**config.mk**
```make
export PLATFORM = sky130hd
export DESIGN_NAME = decade_decode
export DESIGN_NICKNAME = d
export VERILOG_FILES = /design/src/rtl/decade_pkg.sv /design/src/rtl/decade_code_lut.sv /design/src/rtl/decade_decode.sv
export SDC_FILE = /design/constraint.sdc
export NUM_CORES = 1
export LEC_CHECK = 0
export CORE_ASPECT_RATIO = 1.75
export CORE_MARGIN = 2
export CORE_UTILIZATION = 40
export CTS_BUF_LIST = sky130_fd_sc_hd__clkbuf_4 sky130_fd_sc_hd__clkbuf_8
export DETAILED_ROUTE_END_ITERATION = 7
export GPL_TIMING_DRIVEN = 0
export SYNTH_ARGS = -nofsm -noshare
export SYNTH_HDL_FRONTEND = slang
export SYNTH_SLANG_ARGS = --single-unit
```
**constraint.sdc**
```tcl
create_clock -name i_clk -period 3.4 [get_ports i_clk]
set_clock_uncertainty 0.2 [all_clocks]
set_input_delay 0.68 -clock i_clk [delete_from_list [all_inputs] [get_ports i_clk]]
set_output_delay 0.68 -clock i_clk [all_outputs]
set_load 0.05 [all_outputs]
```
**src/rtl/decade_pkg.sv**
```systemverilog
// ============================================================================
//  Module      : decade_pkg
//  Description : Shared types, 2-of-5 code constants and digit successor for
//                the decade ring-counter decoder.
//  Revision    : 1.0 - initial release
// ============================================================================
`default_nettype none

package decade_pkg;

    typedef logic [3:0] digit_t;
    typedef logic [4:0] code_t;

    // Ring-code patterns {a,b,c,d,e} for each decimal digit
    localparam code_t c_code_d0 = 5'b00011;
    localparam code_t c_code_d1 = 5'b10010;
    localparam code_t c_code_d2 = 5'b10001;
    localparam code_t c_code_d3 = 5'b01001;
    localparam code_t c_code_d4 = 5'b11000;
    localparam code_t c_code_d5 = 5'b10100;
    localparam code_t c_code_d6 = 5'b01100;
    localparam code_t c_code_d7 = 5'b01010;
    localparam code_t c_code_d8 = 5'b00110;
    localparam code_t c_code_d9 = 5'b00101;

    localparam digit_t c_digit_max = 4'd9;

    function automatic digit_t digit_succ(input digit_t d);
        digit_succ = (d == c_digit_max) ? 4'd0 : d + 4'd1;
    endfunction

endpackage : decade_pkg

`default_nettype wire

```
**src/rtl/decade_code_lut.sv**
```systemverilog
// ============================================================================
//  Module      : decade_code_lut
//  Description : Combinational 2-of-5 ring code to binary digit decode with
//                legality flag.
//  Revision    : 1.0 - initial release
// ============================================================================
`default_nettype none

module decade_code_lut
    import decade_pkg::*;
(
    input  logic [4:0] i_code,
    output logic [3:0] o_digit,
    output logic       o_legal
);

    // Every 2-hot pattern appears in the table, so a table miss means illegal
    always_comb begin
        o_digit = 4'd0;
        o_legal = 1'b1;
        case (i_code)
            c_code_d0: o_digit = 4'd0;
            c_code_d1: o_digit = 4'd1;
            c_code_d2: o_digit = 4'd2;
            c_code_d3: o_digit = 4'd3;
            c_code_d4: o_digit = 4'd4;
            c_code_d5: o_digit = 4'd5;
            c_code_d6: o_digit = 4'd6;
            c_code_d7: o_digit = 4'd7;
            c_code_d8: o_digit = 4'd8;
            c_code_d9: o_digit = 4'd9;
            default:   o_legal = 1'b0;
        endcase
    end

endmodule : decade_code_lut

`default_nettype wire

```
**src/rtl/decade_decode.sv**
```systemverilog
// ============================================================================
//  Module      : decade_decode
//  Description : Samples a 2-of-5 decade ring code, tracks the digit, flags
//                step/wrap and sticky code/sequence errors.
//                Optional saturating error counter: DECADE_DECODE_ERRCNT_EN.
//  Revision    : 1.0 - initial release
// ============================================================================
`default_nettype none

module decade_decode
    import decade_pkg::*;
(
    input  logic       i_clk,
    input  logic       i_reset_n,
    input  logic       i_sample,
    input  logic [4:0] i_code,
    input  logic       i_clear_err,
    output logic [3:0] o_digit,
    output logic       o_valid,
    output logic       o_step,
    output logic       o_wrap,
    output logic       o_code_err,
`ifdef DECADE_DECODE_ERRCNT_EN
    output logic [3:0] o_errcnt,
`endif
    output logic       o_seq_err
);

    digit_t w_dec;
    logic   w_legal;
    digit_t w_succ;
    logic   w_is_same;
    logic   w_is_succ;
    logic   w_code_hit;
    logic   w_seq_hit;

    digit_t r_digit;
    logic   r_valid;
    logic   r_step;
    logic   r_wrap;
    logic   r_code_err;
    logic   r_seq_err;

    decade_code_lut u_lut (
        .i_code  (i_code),
        .o_digit (w_dec),
        .o_legal (w_legal)
    );

    assign w_succ     = digit_succ(r_digit);
    assign w_is_same  = (w_dec == r_digit);
    assign w_is_succ  = (w_dec == w_succ);
    assign w_code_hit = i_sample && !w_legal;
    // Sequence check only applies once a reference digit is held
    assign w_seq_hit  = i_sample && w_legal && r_valid && !w_is_same && !w_is_succ;

    always_ff @(posedge i_clk or negedge i_reset_n) begin
        if (!i_reset_n) begin
            r_digit    <= 4'd0;
            r_valid    <= 1'b0;
            r_step     <= 1'b0;
            r_wrap     <= 1'b0;
            r_code_err <= 1'b0;
            r_seq_err  <= 1'b0;
        end else begin
            r_step <= 1'b0;
            r_wrap <= 1'b0;
            if (i_clear_err) begin
                r_code_err <= 1'b0;
                r_seq_err  <= 1'b0;
            end
            if (i_sample) begin
                if (!w_legal) begin
                    r_code_err <= 1'b1;
                    r_valid    <= 1'b0;
                end else if (!r_valid) begin
                    r_digit <= w_dec;
                    r_valid <= 1'b1;
                end else if (w_is_same) begin
                    r_digit <= r_digit;
                end else if (w_is_succ) begin
                    r_digit <= w_dec;
                    r_step  <= 1'b1;
                    r_wrap  <= (w_dec == 4'd0);
                end else begin
                    r_digit   <= w_dec;
                    r_seq_err <= 1'b1;
                end
            end
        end
    end

`ifdef DECADE_DECODE_ERRCNT_EN
    logic [3:0] r_errcnt;
    logic       w_err_hit;

    assign w_err_hit = w_code_hit || w_seq_hit;

    always_ff @(posedge i_clk or negedge i_reset_n) begin
        if (!i_reset_n) begin
            r_errcnt <= 4'd0;
        end else if (i_clear_err) begin
            r_errcnt <= w_err_hit ? 4'd1 : 4'd0;
        end else if (w_err_hit && (r_errcnt != 4'd15)) begin
            r_errcnt <= r_errcnt + 4'd1;
        end
    end

    assign o_errcnt = r_errcnt;
`endif

    assign o_digit    = r_digit;
    assign o_valid    = r_valid;
    assign o_step     = r_step;
    assign o_wrap     = r_wrap;
    assign o_code_err = r_code_err;
    assign o_seq_err  = r_seq_err;

endmodule : decade_decode

`default_nettype wire

```
# Word-level counts from Yosys, hierarchy flattened
# Index checks and enable logic that the tools add are counted.
# word_totals
regBits	9
out_inout_bits	9
wordCells	49
# classes
n_addsub	1
eq_ne	14
n_mux	25
reduce_logical	3
# op_table
operator	count
$pmux W4 S9	1
$mux W1	21
$eq A5 B5 Y1 const B	4
$eq A5 B4 Y1 const B	3
$mux W4	3
$eq A5 B3 Y1 const B	2
$reduce_or A10 Y1	1
$eq A4 B4 Y1	2
$eq A5 B2 Y1 const B	1
$add A4 B1 Y4 const B	1
$eq A4 B4 Y1 const B	1
$logic_not A4 Y1	1
$reduce_and A3 Y1	1
$ne A2 B2 Y1 const B	1

# Logic depth before layout (Yosys ltp)
# Gate-level depths: netlist of run 1.
# depth
ltp_word	8
depth_mapped	8

# Hierarchy
# Synthesis of run 1 repeated with hierarchy kept, for this count alone.
# unflattened
hier_cells	70
hier_area_um2	693.2
# modules_own_cells
mod	instances	cells_each	area_each_um2	seq_area_each_um2
decade_decode	1	42	488.0	225.2
decade_code_lut	1	28	205.2	0.0

# Worst setup path after synthesis of run 1
# Ideal clock, no wire load.
# synth_timing
path_kind	input port to flip-flop
start	in i_code[4]
end	reg r_wrap (netlist: o_wrap)
setup_time_ns	0.096
arrival_ns	2.135
required_ns	3.104
setup_slack_ns	0.970
stages	7
n_path_buf	1
cell_sequence	buf_6 -> xnor2_2 -> o32a_4 -> a2111oi_4 -> a211oi_2 -> a21o_1 -> nor4_2
# synth_via
elab_chain_len	8
word_cells_on_any_way	21
# synth_lines
item	line_no	text
from (decl)	decade_decode.sv:16	input logic [4:0] i_code,
$eq A5 B3 Y1, or another cell as far along	decade_code_lut.sv:21	case (i_code)
$pmux W4 S9	decade_code_lut.sv:21	
$eq A4 B4 Y1 or $logic_not A4 Y1 (tied branches)	decade_decode.sv:52, decade_decode.sv:84	
$mux W1	decade_decode.sv:81	end else if (w_is_succ) begin
$mux W1	decade_decode.sv:79	end else if (w_is_same) begin
$mux W1	decade_decode.sv:76	end else if (!r_valid) begin
$mux W1 (*)	decade_decode.sv:73	if (!w_legal) begin
$mux W1 (*)	decade_decode.sv:72	if (i_sample) begin
to (signal assigned)	decade_decode.sv:84	r_wrap <= (w_dec == 4'd0);
to (decl)	decade_decode.sv:40	logic r_wrap;
# Mark *: on every way between the ends. The rest lies on a longest branch, timed or not.
# A chain may end at the register's enable or synchronous reset.

# Final worst setup path of run 1
# layout_timing
start	in i_code[2]
end	reg r_wrap (netlist: o_wrap)
# The elaborated chain is that of the path after synthesis.

==> results of run 1 <==
[metal layers]
| metal | vias up | share of wire | global-route usage |
|---|---|---|---|
| li1 | 429 | - | - |
| met1 | 409 | 0.40 | 0.202 |
| met2 | 19 | 0.54 | 0.345 |
| met3 | 7 | 0.024 | 0.0195 |
| met4 | 0 | 0.030 | 0.121 |
| met5 | - | 0 | 0 |
[how the worst max path moves through the flow]
| stage | start | to | slack (ps) | cells after the start |
|---|---|---|---|---|
| 3_3_place_gp | i_code[1] | o_digit[2] | 260 | 7 |
| 4_1_cts | i_code[2] | o_wrap | 400 | 8 |
| 2_1_floorplan | i_code[4] | o_wrap | 970 | 7 |
| 6_report | i_code[2] | o_wrap | 380 | 8 |
| 5_1_grt | i_code[2] | o_wrap | 250 | 8 |
| 3_5_place_dp | i_code[2] | o_wrap | 180 | 8 |
[worst max-delay path, stage by stage]
cell,delay (ps)
clkdlybuf4s50_1,540
buf_2,280
nand3b_1,150
and3b_1,200
a221oi_1,410
nand3_1,180
a21o_1,230
nor4_2,260
[power by group]
group | total, uW | internal, uW | switching [uW]
clock network | 128 | 89.3 | 38.2
registers | 131 | 119 | 11.7
logic | 212 | 86.5 | 126
total | 471 | 295 | 176
[layout make-up]
class | count | share of cell area
Tap cell | 25 | 0.0265
Sequential cell | 9 | 0.191
Multi-Input combinational cell | 84 | 0.555
Inverter | 4 | 0.0127
Buffer | 8 | 0.0381
Clock buffer | 4 | 0.0413
Timing Repair Buffer | 16 | 0.136
[cell families (layout without fill, tap and decap cells)]
logic type                count (synthesis)  after routing  share of synthesized area
and+or+nand+nor                          44             44                      0.285
AOI/OAI and AO/OA                        28             28                      0.273
buffers and inverters                    12             32                     0.0638
DFF                                       9              9                      0.239
xor gates and xnor gates                  7              7                     0.0811
muxes                                     5              5                     0.0585
[placed cells by master (no fill, tap or decap), types with 2 or more instances in the layout]
cell             instances
nand2_1                  9
nand4bb_1                3
nor2_1                   8
mux2_2                   4
dfrtp_1                  9
clkbuf_1                 3
a21o_1                   3
o21a_1                   2
a221oi_1                 2
clkbuf_8                 3
or3_1                    2
o41ai_1                  2
and3b_1                  2
o32ai_1                  3
a21oi_1                  4
o21ai_0                  3
nor3_1                   4
inv_1                    4
nand2b_1                 6
xnor2_1                  4
nand3b_1                 2
nand3_1                  2
clkdlybuf4s50_1         16
buf_2                    3
[state kept, by name (all words and copies together) (netlist names)]
| name | cells |
|---|---|
| o_digit | 4 |
| o_code_err | 1 |
| o_seq_err | 1 |
| o_step | 1 |
| o_valid | 1 |
| o_wrap | 1 |
[per-stage QoR]
stage | area (sq um) | worst slack (ps)
after floorplan | 941 | 970
after global placement | 1130 | 263
after detailed placement | 1130 | 175
after CTS | 1180 | 405
after global routing | 1180 | 247
final | 1180 | 383
==> impl_results.md, run 1 <==
* Core ar. at 0.00227 sq mm
* Syn Inst Count at 105
* DRT iter0 DRCs at 24
* Final #Nets at 135
* TritonRoute pass-1 iters at 4
* Clock Latency Late Sink at 230 ps
* GRT Total Usage at 0.195
* Rows at 23
* Startpoint class of the critical path: input pin
* Reg-to-Reg Start: o_digit[2]
* DP Wirelength at 1.84 mm
* VDD IR max at 0.276 mV
* Req. time, crit path at 3330 ps
* Post-synth top area share at 0.239
* Yosys cell types at 43
* Cells after DPL at 146
* Maximum operating frequency at 331 MHz
* Share of flip-flops with an asynchronous set or reset at 1.00
* Post_cts resized at 0
* Die area at 0.00277 sq mm
* Hold path start: o_valid
* Top cells by count, synth: 9 x dfrtp_1, 9 x nand2_1, 8 x nor2_1
* Reg2reg path depth at 6
* Yosys warnings at 0
* CTS tree: done
* Worst-Margin Slew at 514 ps
* CTS sink cnt at 9
* Hold buffers post-CTS at 0
* IO Count at 18
* CTS clk-pin slew, worst paths at 40 ps
* Post-Syn Area per Cell at 8.96 sq um
* Power per cell area at 398 mW/mm^2
* Syn Nets at 114
* Final period util at 0.887
* Final min period at 3020 ps
* Maxcap violations at 0
* Setup_tns at 0 ps
* RSZ-0062 raised after global routing: false
* Slew Limit Fails at 0
* Initial Util at 0.414
* First-pass GRT wire length at 3.71 mm
* Critical Path AT at 2940 ps
* DR DRC count at 0
* Antenna cells at 0
* Die H at 68.2 um
* Hold worst-path end: o_valid
* Setup violators final at 0
* Worst R2R End: o_wrap
* Util after Layout at 0.520
* Fin cells at 150
* Multi-input gate area at 656 sq um
* Primary FF master, synth: dfrtp_1
* Post-DR vias/cell at 5.76
* Antenna violations before repair at 0
* DIE WIDTH at 40.7 um
* Worst-path maximum fanout at 10
* Post-CTS setup buffer count at 0
* Num CTS Buffers at 3
* Fin. Hold Viols at 0
* DRT Wirelength at 2.30 mm
* Mapped Area at 941 sq um
* Port bufs at 16
* Fraction of final layout cells sized beyond drive strength 1 at 0.184
* Hold_ws at 309 ps
* Crit Path Class: in2reg
* #FFs+latches synth at 9
* Clock Path Buffers at 2
* Total power after layout at 471 uW
* Cell taking the most area after synthesis: dfrtp_1
* Vias in the first global route at 907
* Leak at 0.000457 uW
* CP endpoint kind: register
* Layout area overhead at 25.5%
* Normalized max-slew margin at 0.656
* Pin count of the biggest net entering global routing at 11
* Htree depth at 1
* Placer congestion estimate at 0.770
* Root Buffer: clkbuf_8
* # fillers at 223
* Avg WL per Cell at 15.3 um
* Reg area at 225 sq um
* Sequential share of the synthesized area at 0.239
* Hold crit path type: reg2reg
* Vias at 864
* Status: finished, final reports clean
* Hold-critical path depth at 1
* Most area-consuming cells after synthesis: dfrtp_1 24%, mux2_2 4.8%, nand2b_1 4.0%
* Global route total overflow at 0
* Reg-to-reg slack, setup at 1220 ps
* Antenna-violating nets left at 0
* EDFF count, synth at 0
No activity file was read; power rests on OpenSTA's default activity.
==> run 2: changes to the inputs <==
--- a/config.mk
+++ b/config.mk
@@ -8,7 +8,8 @@
 export CORE_ASPECT_RATIO = 1.75
 export CORE_MARGIN = 2
 export CORE_UTILIZATION = 40
-export CTS_BUF_LIST = sky130_fd_sc_hd__clkbuf_4 sky130_fd_sc_hd__clkbuf_8
+export CTS_BUF_LIST = sky130_fd_sc_hd__clkbuf_8 sky130_fd_sc_hd__clkbuf_16
+export CTS_CLUSTER_DIAMETER = 150
 export DETAILED_ROUTE_END_ITERATION = 7
 export GPL_TIMING_DRIVEN = 0
 export SYNTH_ARGS = -nofsm -noshare
==> impl_results.md, run 2 (synthesis results as in run 1) <==
* IO Count at 18 (unchanged)
* Power per cell area at 392 mW/mm^2 (was 398 mW/mm^2)
* WP buf/inv at 2 (unchanged)
* Global route total overflow at 0 (unchanged)
* Critical Path AT at 2960 ps (was 2940 ps)
* P_sw at 178 uW (was 176 uW)
* Cells after DPL at 146 (unchanged)
* DR DRC count at 0 (unchanged)
* Worst-path maximum fanout at 10 (unchanged)
* Commonest non-fill, non-tap cell in the layout: clkdlybuf4s50_1 (unchanged)
* Placer congestion estimate at 0.770 (unchanged)
* VDD IR max at 0.275 mV (was 0.276 mV)
* DIE WIDTH at 40.7 um (unchanged)
* Final #Nets at 135 (unchanged)
* Largest stage delay, worst path at 540 ps (about the same)
* Root Buffer: clkbuf_8 (unchanged)
* Startpoint class of the critical path: input pin (unchanged)
* Vias at 871 (was 864)
* Post-DR vias/cell at 5.81 (was 5.76)
* Vias in the first global route at 900 (was 907)
* Die area at 0.00277 sq mm (unchanged)
* Pin count of the biggest net entering global routing at 11 (unchanged)
* Most frequent cells in the layout: 16 x clkdlybuf4s50_1, 9 x nand2_1, 9 x dfrtp_1 (unchanged)
* Worst-Margin Slew at 516 ps (was 514 ps)
* CTS clk-pin slew, worst paths at 40 ps (about the same)
* Fin cells at 150 (unchanged)
* Setup violators final at 0 (unchanged)
* First-pass GRT wire length at 3.74 mm (was 3.71 mm)
* Leak at 0.000458 uW (was 0.000457 uW)
* Die H at 68.2 um (unchanged)
* Cell-internal power at 284 uW (was 295 uW)
* Sw Share at 0.385 (was 0.373)
* Slowest CP cell: clkdlybuf4s50_1 (unchanged)
* Antenna-violating nets left at 0 (unchanged)
* Final period util at 0.890 (was 0.887)
* Pre-CTS WS at 175 ps (unchanged)
* Hold crit path type: reg2reg (unchanged)
* Fin. Hold Viols at 0 (unchanged)
* Flop pwr share at 0.283 (was 0.278)
* Clock Path Buffers at 2 (unchanged)
* CTS sink cnt at 9 (unchanged)
* Clock Latency Late Sink at 230 ps (about the same)
* TritonRoute pass-1 iters at 4 (unchanged)
* Initial Util at 0.414 (unchanged)
* Hold buffers post-CTS at 0 (unchanged)
* Antenna cells at 0 (unchanged)
* Slew Limit Fails at 0 (unchanged)
* Maximum operating frequency at 330 MHz (was 331 MHz)
* Antenna violations before repair at 0 (unchanged)
* Crit Path Class: in2reg (unchanged)
* Total power after layout at 462 uW (was 471 uW)
* Maxcap violations at 0 (unchanged)
* Max reg flops at 4 (unchanged)
* Util after Layout at 0.518 (was 0.520)
* Cell family with most CP delay: buffers and inverters (unchanged)
* Req. time, crit path at 3330 ps (about the same)
* Layout area overhead at 25.1% (was 25.5%)
* Avg WL per Cell at 15.6 um (was 15.3 um)
* Final min period at 3030 ps (was 3020 ps)
* # fillers at 224 (was 223)
* DRT iter0 DRCs at 18 (was 24)
* RSZ-0062 raised after global routing: false (unchanged)
* Num CTS Buffers at 3 (unchanged)
* Core ar. at 0.00227 sq mm (unchanged)
* Port bufs at 16 (unchanged)
* Status: finished, final reports clean (unchanged)
* Final setup margin at 373 ps (was 383 ps)
* Worst path cell trace: clkdlybuf4s50_1 > buf_2 > nand3b_1 > and3b_1 > a221oi_1 > nand3_1 > a21o_1 > nor4_2 (unchanged)
* Fraction of final layout cells sized beyond drive strength 1 at 0.176 (was 0.184)
* CTS tree: done (unchanged)
* DP Wirelength at 1.84 mm (unchanged)
* GRT Total Usage at 0.198 (was 0.195)
* Htree depth at 1 (unchanged)
* CP endpoint kind: register (unchanged)
* Clock share of power at 0.257 (was 0.271)
* Gate power share at 0.460 (was 0.451)
* Normalized max-slew margin at 0.655 (was 0.656)
* DRT Wirelength at 2.34 mm (was 2.30 mm)
* Post_cts resized at 0 (unchanged)
* Setup_tns at 0 ps (unchanged)
* Rows at 23 (unchanged)
* Post-CTS setup buffer count at 0 (unchanged)
==> run 2: cell count changes in the layout (fill, tap and decap cells not counted), sizes merged <==
| cell | before | now |
|---|---|---|
| inv | 4 | 5 |
| clkbuf | 7 | 6 |
==> run 2: area by class of cell <==
class                           instances  area [sq um]  share of cell area
Buffer                                  8          45.0              0.0383
Clock buffer                            3          41.3              0.0351
Clock inverter                          1          3.75             0.00319
Inverter                                4          15.0              0.0128
Multi-Input combinational cell         84           656               0.557
Sequential cell                         9           225               0.191
Tap cell                               25          31.3              0.0266
Timing Repair Buffer                   16           160               0.136
==> run 2: metal layers <==
metal,up-vias,wire length [um],part of all wire,GRT usage
li1,429,-,-,-
met1,404,929,0.40,0.206
met2,28,1230,0.53,0.347
met3,10,75,0.032,0.00974
met4,0,100,0.043,0.146
met5,-,0,0,0
==> run 2: power by group through the flow <==
stage          logic (uW)  clock network (uW)  registers, uW
2_1_floorplan         112                   0            171
3_3_place_gp          208                   0            132
3_5_place_dp          211                   0            132
4_1_cts               212                 123            131
5_1_grt               226                 132            132
6_report              212                 119            131
==> run 2: path summary, 6_finish.rpt <==
kind	from	end	slack (ps)	cells after the start
min reg2reg	o_valid	o_valid	320	1
min	o_valid	o_valid	320	1
max in group asynchronous	i_reset_n	o_valid	2170	1
max	i_code[2]	o_wrap	370	8
min in group asynchronous	i_reset_n	o_code_err	550	1
max reg2reg	o_digit[2]	o_wrap	1210	7
==> run 2: worst register-to-register path: cells and delay by family, from the launching register on <==
family                 cells  cell delay (ps)
flip-flops                 1              360
AO/OA/AOI/OAI              4              700
AND/OR/NAND/NOR            2              620
buffers and inverters      1              200
==> run 2: stage by stage <==
stage	hold slack [ps]	area, sq um
finish	316	1180
global route	322	1180
CTS	313	1180
detailed placement	299	1130
global placement	289	1130
floorplan	184	941
==> run 3: changes to the inputs <==
--- a/config.mk
+++ b/config.mk
@@ -5,6 +5,7 @@
 export SDC_FILE = /design/constraint.sdc
 export NUM_CORES = 1
 export LEC_CHECK = 0
+export CAP_MARGIN = 30
 export CORE_ASPECT_RATIO = 1.75
 export CORE_MARGIN = 2
 export CORE_UTILIZATION = 40
@@ -12,6 +13,7 @@
 export CTS_CLUSTER_DIAMETER = 150
 export DETAILED_ROUTE_END_ITERATION = 7
 export GPL_TIMING_DRIVEN = 0
+export SKIP_CTS_REPAIR_TIMING = 1
 export SYNTH_ARGS = -nofsm -noshare
 export SYNTH_HDL_FRONTEND = slang
 export SYNTH_SLANG_ARGS = --single-unit
==> constraint.sdc (replaced) <==
create_clock -name i_clk -period 3.4 [get_ports i_clk]
set_clock_uncertainty 0.2 [all_clocks]
set_input_delay 1.02 -clock i_clk [delete_from_list [all_inputs] [get_ports i_clk]]
set_output_delay 1.02 -clock i_clk [all_outputs]
set_load 0.05 [all_outputs]
==> impl_results.md, run 3 (synthesis results as in run 1) <==
* Status: finished, final reports clean (unchanged)
* Commonest non-fill, non-tap cell in the layout: clkdlybuf4s50_1 (unchanged)
* Sw Share at 0.385 (about the same)
* Slew Limit Fails at 0 (unchanged)
* Avg WL per Cell at 15.4 um (was 15.6 um)
* Util after Layout at 0.521 (was 0.518)
* Grt met2 use at 0.347 (unchanged)
* Busiest grt layer: met2 (unchanged)
* Clock share of power at 0.257 (about the same)
* Fin cells at 150 (unchanged)
* Req. time, crit path at 3310 ps (was 3330 ps)
* Pre-CTS WS at -165 ps (was 175 ps)
* Maxcap violations at 0 (unchanged)
* Pin count of the biggest net entering global routing at 11 (unchanged)
* Global route total overflow at 0 (unchanged)
* Crit Path Class: in2reg (unchanged)
* Most frequent cells in the layout: 16 x clkdlybuf4s50_1, 9 x nand2_1, 9 x dfrtp_1 (unchanged)
* Port bufs at 16 (unchanged)
* CP endpoint kind: register (unchanged)
* Hold crit path type: reg2reg (unchanged)
* GRT Total Usage at 0.198 (unchanged)
* Vias in the first global route at 900 (unchanged)
* First-pass GRT wire length at 3.74 mm (unchanged)
* Post-DR vias/cell at 5.80 (was 5.81)
* DR DRC count at 0 (unchanged)
* Max reg flops at 4 (unchanged)
* Final setup margin at 167 ps (was 373 ps)
* Clock Path Buffers at 2 (unchanged)
* TritonRoute pass-1 iters at 4 (unchanged)
* Cell-internal power at 284 uW (about the same)
* Startpoint class of the critical path: input pin (unchanged)
* Gate power share at 0.461 (was 0.460)
* Vias at 870 (was 871)
* DIE WIDTH at 40.7 um (unchanged)
* DRT iter0 DRCs at 18 (unchanged)
* Final #Nets at 135 (unchanged)
* Final period util at 0.951 (was 0.890)
* Cells after DPL at 146 (unchanged)
* Antenna-violating nets left at 0 (unchanged)
* Normalized max-slew margin at 0.658 (was 0.655)
* Fraction of final layout cells sized beyond drive strength 1 at 0.184 (was 0.176)
* DP Wirelength at 1.84 mm (unchanged)
* Final Cell Area at 0.00118 sq mm (about the same)
* RSZ-0062 raised after global routing: false (unchanged)
* Worst path cell trace: clkdlybuf4s50_1 > buf_2 > mux2i_1 > a21oi_1 > nor3_1 > nand2b_1 > mux2_2 (was clkdlybuf4s50_1 > buf_2 > nand3b_1 > and3b_1 > a221oi_1 > nand3_1 > a21o_1 > nor4_2)
* CTS clk-pin slew, worst paths at 40 ps (about the same)
* Slowest CP cell: clkdlybuf4s50_1 (unchanged)
* Met3 Track Usage GR at 0.00974 (unchanged)
* Power per cell area at 391 mW/mm^2 (was 392 mW/mm^2)
* Largest stage delay, worst path at 620 ps (was 540 ps)
* Final min period at 3230 ps (was 3030 ps)
* VDD IR max at 0.275 mV (about the same)
* Leak at 0.000461 uW (was 0.000458 uW)
* IO Count at 18 (unchanged)
* Layout area overhead at 25.8% (was 25.1%)
* Worst-path maximum fanout at 10 (unchanged)
* Antenna violations before repair at 0 (unchanged)
* Die H at 68.2 um (unchanged)
* DRT Wirelength at 2.31 mm (was 2.34 mm)
* CTS tree: done (unchanged)
* Antenna cells at 0 (unchanged)
* Flop pwr share at 0.282 (was 0.283)
* Setup violators final at 0 (unchanged)
* Maximum operating frequency at 309 MHz (was 330 MHz)
* DP Area at 0.00113 sq mm (unchanged)
* Htree depth at 1 (unchanged)
* Num CTS Buffers at 3 (unchanged)
* Initial Util at 0.414 (unchanged)
* CTS sink cnt at 9 (unchanged)
* Die area at 0.00277 sq mm (unchanged)
* P_sw at 178 uW (about the same)
* Routing usage on met1 at 0.206 (unchanged)
* Worst-Margin Slew at 512 ps (was 516 ps)
* Critical Path AT at 3140 ps (was 2960 ps)
* Root Buffer: clkbuf_8 (unchanged)
* Rows at 23 (unchanged)
* Clock Latency Late Sink at 230 ps (about the same)
* Core ar. at 0.00227 sq mm (unchanged)
* Placer congestion estimate at 0.770 (unchanged)
* Fin. Hold Viols at 0 (unchanged)
## run 3: cell counts in the layout (fill, tap and decap cells not counted)
No cell type changed its count.
## run 3: worst paths after layout
| kind | start | cells past startpoint | end | slack, ps |
|---|---|---|---|---|
| max in group asynchronous | i_reset_n | 1 | o_valid | 1830 |
| max | i_code[1] | 7 | o_digit[2] | 170 |
| min | o_valid | 1 | o_valid | 320 |
| min reg2reg | o_valid | 1 | o_valid | 320 |
| max reg2reg | o_digit[2] | 7 | o_wrap | 1230 |
| min in group asynchronous | i_reset_n | 1 | o_code_err | 890 |
## run 3: metal layers
| metal | part of all wire | vias up |
|---|---|---|
| met5 | 0 | - |
| met4 | 0.043 | 0 |
| met3 | 0.029 | 10 |
| met2 | 0.53 | 24 |
| met1 | 0.39 | 407 |
| li1 | - | 429 |
## run 3: power by group through the flow
stage	Combinational [uW]	Clock (uW)	Sequential [uW]
3_5_place_dp	211	0	132
6_report	213	119	131
4_1_cts	212	123	131
3_3_place_gp	208	0	132
2_1_floorplan	112	0	171
5_1_grt	228	132	132
## run 3: final cells by class
cell class              instances  area, sq um
flip-flops and latches          9          225
clock buffers                   3         41.3
clock inverters                 1         3.75
inverters                       4         15.0
fillers                       225         1090
plain buffers                   8         45.0
multi-input cells              84          662
well taps                      25         31.3
repair buffers                 16          160
## run 3: per-stage QoR
step	setup TNS, ps	hold WS [ps]	total power, uW
floorplan	0	524	283
global placement	-392	289	340
detailed placement	-642	299	343
CTS	0	313	466
global route	0	322	492
finish	0	316	463
## run 3: critical path, delay by kind of cell
kind                   cells  cell delay, ps
multiplexers               2             570
buffers and inverters      2             910
AND/OR/NAND/NOR            2             580
AO/OA/AOI/OAI              1              70
